==> src/rtl/tile_move_ctrl.sv <==
// Sequences one 2048 move over a 4x4 tile bank: for each of four lines it reads four
// tiles, compacts and merges them toward the move edge, then writes them back.
module tile_move_ctrl #(
  parameter int unsigned TILE_W  = 12,
  parameter int unsigned SCORE_W = 16
) (
  input  logic               Clk,
  input  logic               Reset,
  input  logic               Start,
  input  logic [1:0]         Dir,
  output logic [3:0]         Rd_Addr,
  input  logic [TILE_W-1:0]  Rd_Data,
  output logic [3:0]         Wr_Addr,
  output logic [TILE_W-1:0]  Wr_Data,
  output logic               Wr_En,
  output logic               Busy,
  output logic               Done,
  output logic               Moved,
  output logic               Win,
  output logic [SCORE_W-1:0] Score_Add
);

  localparam logic [TILE_W-1:0] MaxTile = TILE_W'(2048);

  typedef enum logic [2:0] {StIdle, StRead, StMerge, StWrite, StDone} state_e;

  state_e              state_q, state_d;
  logic [1:0]          dir_q, dir_d;
  logic [1:0]          line_q, line_d;
  logic [1:0]          pos_q, pos_d;
  logic [TILE_W-1:0]   tiles_q [4];
  logic [TILE_W-1:0]   tiles_d [4];
  logic [TILE_W-1:0]   res_q [4];
  logic [TILE_W-1:0]   res_d [4];
  logic                moved_q, moved_d;
  logic                win_q, win_d;
  logic [SCORE_W-1:0]  score_q, score_d;

  // Merge datapath, evaluated on the latched line
  logic [TILE_W-1:0]   cmp [4];
  logic [TILE_W-1:0]   mrg [4];
  logic [TILE_W-1:0]   dbl;
  logic [2:0]          cnt;
  logic [2:0]          j;
  logic                skip;
  logic [SCORE_W-1:0]  mrg_score;
  logic                mrg_win;
  logic                mrg_diff;

  // k=0 is always the edge the tiles move toward
  function automatic logic [3:0] tile_idx(input logic [1:0] dir, input logic [1:0] line,
                                          input logic [1:0] pos);
    case (dir)
      2'd0:    tile_idx = {line, pos};
      2'd1:    tile_idx = {line, ~pos};
      2'd2:    tile_idx = {pos, line};
      default: tile_idx = {~pos, line};
    endcase
  endfunction

  always_comb begin
    cmp       = '{default: '0};
    mrg       = '{default: '0};
    cnt       = '0;
    j         = '0;
    skip      = 1'b0;
    dbl       = '0;
    mrg_score = '0;
    mrg_win   = 1'b0;
    mrg_diff  = 1'b0;

    for (int i = 0; i < 4; i++) begin
      if (tiles_q[i] != '0) begin
        cmp[cnt[1:0]] = tiles_q[i];
        cnt = cnt + 3'd1;
      end
    end

    // Leading edge first; a tile consumed by a merge is skipped so it merges at most once
    for (int i = 0; i < 3; i++) begin
      dbl = cmp[i] << 1;
      if (skip) begin
        skip = 1'b0;
      end else if (cmp[i] == cmp[i+1] && cmp[i] != '0 && cmp[i] != MaxTile) begin
        mrg[j[1:0]] = dbl;
        mrg_score   = mrg_score + (SCORE_W'(cmp[i]) << 1);
        if (dbl == MaxTile) mrg_win = 1'b1;
        skip = 1'b1;
        j    = j + 3'd1;
      end else begin
        mrg[j[1:0]] = cmp[i];
        j = j + 3'd1;
      end
    end
    if (!skip) mrg[j[1:0]] = cmp[3];

    for (int i = 0; i < 4; i++) begin
      if (mrg[i] != tiles_q[i]) mrg_diff = 1'b1;
    end
  end

  always_comb begin
    state_d = state_q;
    dir_d   = dir_q;
    line_d  = line_q;
    pos_d   = pos_q;
    tiles_d = tiles_q;
    res_d   = res_q;
    moved_d = moved_q;
    win_d   = win_q;
    score_d = score_q;
    Rd_Addr = '0;
    Wr_Addr = '0;
    Wr_Data = '0;
    Wr_En   = 1'b0;
    Busy    = 1'b0;
    Done    = 1'b0;

    case (state_q)
      StIdle: begin
        if (Start) begin
          dir_d   = Dir;
          moved_d = 1'b0;
          win_d   = 1'b0;
          score_d = '0;
          line_d  = '0;
          pos_d   = '0;
          state_d = StRead;
        end
      end
      StRead: begin
        Busy           = 1'b1;
        Rd_Addr        = tile_idx(dir_q, line_q, pos_q);
        tiles_d[pos_q] = Rd_Data;
        pos_d          = pos_q + 2'd1;
        if (pos_q == 2'd3) state_d = StMerge;
      end
      StMerge: begin
        Busy    = 1'b1;
        res_d   = mrg;
        score_d = score_q + mrg_score;
        win_d   = win_q | mrg_win;
        moved_d = moved_q | mrg_diff;
        state_d = StWrite;
      end
      StWrite: begin
        Busy    = 1'b1;
        Wr_En   = 1'b1;
        Wr_Addr = tile_idx(dir_q, line_q, pos_q);
        Wr_Data = res_q[pos_q];
        pos_d   = pos_q + 2'd1;
        if (pos_q == 2'd3) begin
          if (line_q == 2'd3) begin
            state_d = StDone;
          end else begin
            line_d  = line_q + 2'd1;
            state_d = StRead;
          end
        end
      end
      StDone: begin
        Done    = 1'b1;
        state_d = StIdle;
      end
      default: state_d = StIdle;
    endcase
  end

  always_ff @(posedge Clk) begin
    if (Reset) begin
      state_q <= StIdle;
      dir_q   <= '0;
      line_q  <= '0;
      pos_q   <= '0;
      moved_q <= 1'b0;
      win_q   <= 1'b0;
      score_q <= '0;
      for (int i = 0; i < 4; i++) begin
        tiles_q[i] <= '0;
        res_q[i]   <= '0;
      end
    end else begin
      state_q <= state_d;
      dir_q   <= dir_d;
      line_q  <= line_d;
      pos_q   <= pos_d;
      moved_q <= moved_d;
      win_q   <= win_d;
      score_q <= score_d;
      tiles_q <= tiles_d;
      res_q   <= res_d;
    end
  end

  assign Moved     = moved_q;
  assign Win       = win_q;
  assign Score_Add = score_q;

endmodule

==> config.mk <==
export PLATFORM = sky130hd
export DESIGN_NAME = tile_move_ctrl
export DESIGN_NICKNAME = d
export VERILOG_FILES = /design/src/rtl/tile_move_ctrl.sv
export SDC_FILE = /design/constraint.sdc
export NUM_CORES = 1
export LEC_CHECK = 0
export CORE_ASPECT_RATIO = 0.7
export CORE_UTILIZATION = 40
export CTS_CLUSTER_DIAMETER = 150
export DETAILED_ROUTE_END_ITERATION = 8
export GPL_TIMING_DRIVEN = 0
export PLACE_DENSITY_LB_ADDON = 0.05
export SLEW_MARGIN = 40
export SYNTH_ARGS = -nofsm -noshare
export SYNTH_HDL_FRONTEND = slang
export SYNTH_SLANG_ARGS = --single-unit
==> constraint.sdc <==
create_clock -name Clk -period 11.49 [get_ports Clk]
set_input_delay 1.7235 -clock Clk [delete_from_list [all_inputs] [get_ports Clk]]
set_output_delay 1.7235 -clock Clk [all_outputs]
set_load 0.005 [all_outputs]
## Word level (Yosys, flattened, before mapping)

Cells that the tools add are included.
Widths: inputs -> output; s select.

- Flip-flop bits (word level): 123
- Bits of input ports: 17
- Output and inout port bits: 41
- Logic and storage cells: 181

- $add $sub $neg: 8
- Order comparisons: 12
- Equality and inequality tests: 25
- Multiplexer cells: 81
- Bitwise operators: 9
- Reductions and logical operators: 31

Operators by type and width:

| operator | number |
|---|---|
| $bwmux 48 | 7 |
| $mux 48 | 6 |
| $demux 12 s2 | 6 |
| $mux 12 | 11 |
| $reduce_bool 12->1 | 7 |
| $mux 36 | 2 |
| $mux 16 | 4 |
| $ne 12x12->1 | 4 |
| $eq 12x12->1 | 3 |
| $ne 12x12->1 const B | 3 |
| $eq 11x11->1 const B | 3 |
| $pmux 16 s2 | 1 |
| $bmux 12 s2 | 1 |
| $mux 1 | 22 |
| $ge 3x3->1 const B | 6 |
| $lt 3x1->1 const B | 6 |
| $not 2->3 | 6 |
| $add 16x13->16 | 1 |
| $add 16x16->16 | 1 |
| $add 13x13->14 | 1 |
| $mux 14 | 1 |
| $mux 2 | 7 |
| $mux 13 | 1 |
| $logic_and 1x1->1 | 12 |
| 24 further kinds | 44 |

## Longest topological paths before layout

- Depth in word-level cells: 35
- Depth in mapped cells: 48
- Gate-level depth less buffers: 42

## Least setup slack after synthesis

OpenSTA, ideal clock, no wires.

- Path kind: register to register
- Start: reg tiles_q[40] in the netlist's numbering
- End: reg score_q[15], in the netlist Score_Add[15]
- Setup time: 0.065 ns
- Arrival: 8.819 ns
- Data required time: 11.425 ns
- Path slack: 2.606 ns
- Stages on the path, launching flop included: 45
- Buffers on the path: 9
- Period minus slack after synthesis: 8.884 ns
- Cell sequence: dfxtp_1 clkbuf_1 nor4_4 nand4_1 buf_2 buf_4 buf_2 buf_1 ha_1 inv_1 a41oi_1 clkbuf_1 nand2_1 a21oi_1 nor2_1 a22oi_1 o2111ai_1 or4_1 [... 9 more ...] a21o_1 a21oi_1 xnor2_1 o221ai_1 ha_1 o21ai_0 a21boi_0 o21ai_0 a21boi_0 o21ai_0 a21boi_0 o21ai_0 a21boi_0 o21a_1 o21ai_0 a21oi_1 mux2_2 nor2_1

- Longest elaborated chain between the ends: 25
- Elaborated cells between the ends (all ways): 58
- Classes of those cells: 5 x add/sub; 6 x order compare; 6 x eq/ne; 25 x mux; 3 x bitwise; 13 x reduce/logical

Ends and longest elaborated chain:

| what | line | RTL |
|---|---|---|
| start, declared | 31 | `logic [TILE_W-1:0] tiles_q [4];` |
| start signal, assigned | 190 | `tiles_q <= tiles_d;` |
| $reduce_bool 12->1 | 73 | `if (tiles_q[i] != '0) begin` |
| $mux 1 | 73 |  |
| $add 1x1->2 / $not 2->3 (equally long branches) | 75, 74 |  |
| $mux 2, or another cell as far along | 73 |  |
| $add 2x1->2, or another cell as far along | 75 | `cnt = cnt + 3'd1;` |
| $mux 2, or another cell as far along | 73 |  |
| $not 2->3 (implied by the code), or another cell as far along | 74 | `cmp[cnt[1:0]] = tiles_q[i];` |
| $ge 3x3->1 (implied by the code), or another cell as far along | 74 |  |
| [... 9 more ...] | -- |  |
| $add 13x13->14 | 86 | `mrg_score = mrg_score + (SCORE_W'(cmp[i]) << 1);` |
| $mux 14 | 84 | `end else if (cmp[i] == cmp[i+1] && cmp[i] != '0 && cmp[i] != MaxTile) begin` |
| $mux 16 | 82 | `if (skip) begin` |
| $add 16x13->16 | 86 |  |
| $mux 16 | 84 |  |
| $mux 16 (*) | 82 |  |
| $add 16x16->16 (*) | 141 | `score_d = score_q + mrg_score;` |
| $pmux 16 s2 (*) | 119 | `case (state_q)` |
| end signal, assigned | 189 | `score_q <= score_d;` |
| end, declared | 37 | `logic [SCORE_W-1:0] score_q, score_d;` |

Every way passes the cells marked *; elsewhere a longest branch is shown, timed or not.
A chain may end at the register's enable or synchronous reset.

## Worst setup path in the final report

- Start: reg tiles_q[36] in the netlist's numbering
- End: reg score_q[15], in the netlist Score_Add[15]

The elaborated chain is that of the path after synthesis.

==> flow_summary.json <==
{
  "dieArea_um2": 31800,
  "pwr-share-comb_pct": 44.5,
  "place_hpwl_um": 51100,
  "route.detailed.wl_per_inst_um": 29.1,
  "timing.clock.skew_ns": 0.0212,
  "post_route_cells_drive_above_1_share_pct": 10.2,
  "fillers": 3164,
  "remaining_drc_errors": 0,
  "synthesis.area_per_instance_um2": 7.09,
  "worst-slew-pin-transition_ns": 0.942,
  "route.vias.total": 14900,
  "detail_route.iter0.violations": 2127,
  "global_route.usage.total_pct": 41.4,
  "die_w_um": 213,
  "residual_antenna_violating_net_count_after_detailed_routing": 0,
  "critical_path_peak_fanout": 11,
  "io_pins": 58,
  "cts.reportedPaths.clkPinSlew_ns": 0.06,
  "cts-htree-levels": 4,
  "multiInputGateArea_um2": 9090,
  "total_switching_power_uw": 810,
  "vdd.ir_drop.worst_mv": 0.100,
  "final_net_count": 1899,
  "synthCells": 1756,
  "timing.critical_path.required_ns": 11.85,
  "wirelength_routed_um": 65700,
  "initial_core_util_pct": 41.1,
  "yosys_register_bits": 122,
  "power.share.switching_pct": 44.6,
  "clk-insertion-delay-late_ns": 0.45,
  "routabilityCongestion": 1.05,
  "power.total_uw": 1820,
  "post-synth-top-count-cell": "nand2_1",
  "timing.final.crit_share_pct": 97.3,
  "p_clk_share_pct": 31.3,
  "cpMaxStageDelayCell": "dfxtp_1",
  "run_status": "completed",
  "clockBufferDepth": 2,
  "report.final.hold_viol_count": 0,
  "cts_tree": "built",
  "placed_cell_area_um2": 13600,
  "io_buffers": 55,
  "cts_root_buffer": "clkbuf_16",
  "setup-violations-final": 0,
  "ff_latch_area_um2": 2440,
  "p_int_uw": 1010,
  "ys_types": 98,
  "yosys_warnings": 0,
  "areaGrowthSynthToFinish_pct": 14.8,
  "placement_rows": 53,
  "core-area_um2": 30300,
  "max_stage_delay_ns": 0.61,
  "number_of_pins_exceeding_their_max_slew_limit_in_the_final_report": 0,
  "timing.setup.critical_path_class": "flop to flop",
  "cell_taking_the_most_area_after_synthesis": "dfxtp_1",
  "grt_max_degree": 17,
  "synth_enable_flop_cells": 0,
  "synth_seq_area_share_pct": 19.6,
  "pwr_density_cell_nw_per_um2": 127,
  "netlist_area_um2": 12400,
  "antenna_violations_before_repair": 3,
  "first_global_vias": 13800,
  "leakage_uw": 0.00550,
  "postSynth.asyncResetShare_pct": 0,
  "arrival_ns": 11.55,
  "timing.hold.worst.class": "flop to flop",
  "top_cells_by_instance_count_after_synthesis": "nand2_1, a21oi_1, nor2_1",
  "cp-end-kind": "flop",
  "tns_ns": 0,
  "first_pass_iters": 7,
  "vias_per_cell": 6.59,
  "seq_power_share_pct": 24.2,
  "global_route.overflow_total": 0,
  "ys_top_cells_by_area": "dfxtp_1, a21oi_1, nand2_1",
  "critPathLaunchType": "flop",
  "tritoncts_num_sinks": 122,
  "min_period_ns": 11.18,
  "die_h_um": 150,
  "synthFlopType": "dfxtp_1",
  "unrepaired_setup_endpoints_after_global_routing": "no",
  "worstPathBufferInverterCount": 9,
  "critical-path-top-cell-by-count": "o21ai_0",
  "maxCapViolations": 0,
  "layout.cell_area.non_filler_um2": 14300,
  "cts_inserted_buffers": 17,
  "synth_top_cell_area_share_pct": 19.6,
  "achievable_freq_ghz": 0.0894,
  "slew_headroom_pct": 37.2,
  "worst_path_dominant_cell_family": "compound AO/OA/AOI/OAI gates",
  "wire_length_of_the_first_global_routing_pass_um": 94600
}
-- per-layer routing --
| layer | up-vias | routed length [µm] | GRT usage, % |
|---|---|---|---|
| li1 | 6511 | - | - |
| met2 | 1077 | 24400 | 53.8 |
| met3 | 148 | 10200 | 17.5 |
| met5 | - | 53 | 0 |
| met1 | 7144 | 29300 | 60.2 |
| met4 | 2 | 1810 | 11.8 |
-- through the flow --
| step | util, % | cells | setup WS [ns] | hold slack, ns |
|---|---|---|---|---|
| 6_report | 47.1 | 2259 | 0.308 | 0.457 |
| 5_1_grt | 47.1 | 2257 | 0.0626 | 0.476 |
| 2_1_floorplan | - | 1757 | 2.61 | 0.429 |
| 3_3_place_gp | 44.6 | 2224 | -0.409 | 0.438 |
| 3_5_place_dp | 44.9 | 2228 | -0.173 | 0.446 |
| 4_1_cts | 46.9 | 2260 | 0.117 | 0.454 |
-- worst reg2reg max path, delay by kind of cell (launching register included) --
family / cells / cell delay, ns
simple gates: 6 / 1.66
fa+ha+maj: 5 / 1.69
buf+inv: 9 / 2.37
mux: 2 / 0.71
xor+xnor: 2 / 0.32
flops: 1 / 0.61
compound gates: 18 / 3.74
-- power groups by stage --
stage	logic (µW)	registers [µW]	clock network [µW]
after floorplan	510	441	0
after global placement	758	444	0
after detailed placement	751	444	0
after CTS	755	434	576
after global routing	833	439	591
final	808	439	569
-- what timing repair did --
item,CTS,global route
pin swaps,0,1
setup buffers,0,1
resized for setup,2,19
setup endpoints to repair,1,5
hold buffers,0,0
-- registers in the layout, indices dropped and copies added, names as in the netlist --
signal     count
Score_Add     15
dir_q          2
line_q         2
state_q        3
Moved          1
Win            1
res_q         48
pos_q          2
tiles_q       48
-- cells in the final DEF, fill, tap and decap left out, types with 16 or more instances in the layout --
cell / netlist / layout
nand2_1: 245 / 244
a21oi_1: 215 / 212
nor2_1: 170 / 169
dfxtp_1: 122 / 122
clkbuf_1: 103 / 80
o21ai_0: 77 / 74
inv_1: 62 / 62
clkdlybuf4s50_1: 0 / 55
xnor2_1: 52 / 52
ha_1: 47 / 47
mux2i_1: 49 / 45
nand3_1: 41 / 41
nor3_1: 41 / 41
buf_2: 27 / 31
xor2_1: 31 / 31
a31oi_1: 25 / 25
a211oi_1: 23 / 23
and3_1: 22 / 22
clkbuf_2: 1 / 20
o22ai_1: 19 / 19
clkbuf_16: 0 / 17
buf_6: 14 / 16
nor2b_1: 16 / 16
-- cells by family (layout without fill, tap and decap cells) --
| kind of cell | count (synthesis) | in the layout | synth area share, % |
|---|---|---|---|
| AND/OR/NAND/NOR | 643 | 643 | 24.5 |
| AO/OA/AOI/OAI | 556 | 556 | 29.4 |
| buffers and inverters | 229 | 317 | 8.24 |
| flip-flops | 122 | 122 | 19.6 |
| XOR/XNOR | 83 | 83 | 5.84 |
| multiplexers | 72 | 72 | 7.11 |
| adder cells (fa/ha/maj) | 50 | 50 | 5.21 |
| other | 1 | 4 | 0.0301 |
-- final cells by class --
class	count	share of cell area, %
Clock buffer	17	2.98
Clock inverter	15	1.26
Inverter	64	1.68
Timing Repair Buffer	61	4.17
Sequential cell	122	17.1
Tap cell	412	3.61
Buffer	160	5.57
Multi-Input combinational cell	1406	63.6
Antenna cell	2	0.0350
-- path summary, 6_finish.rpt --
path / from / to / slack [ns] / cells after the start
worst max-delay path: tiles_q[36]$_SDFFE_PP0P_ / Score_Add[15]$_SDFFE_PP0P_ / 0.31 / 42
worst min-delay path: res_q[28]$_SDFFE_PP0P_ / res_q[28]$_SDFFE_PP0P_ / 0.46 / 2
worst max register to register: tiles_q[36]$_SDFFE_PP0P_ / Score_Add[15]$_SDFFE_PP0P_ / 0.31 / 42
worst min register to register: res_q[28]$_SDFFE_PP0P_ / res_q[28]$_SDFFE_PP0P_ / 0.46 / 2
Note: power is estimated with default switching activity, not from simulation.
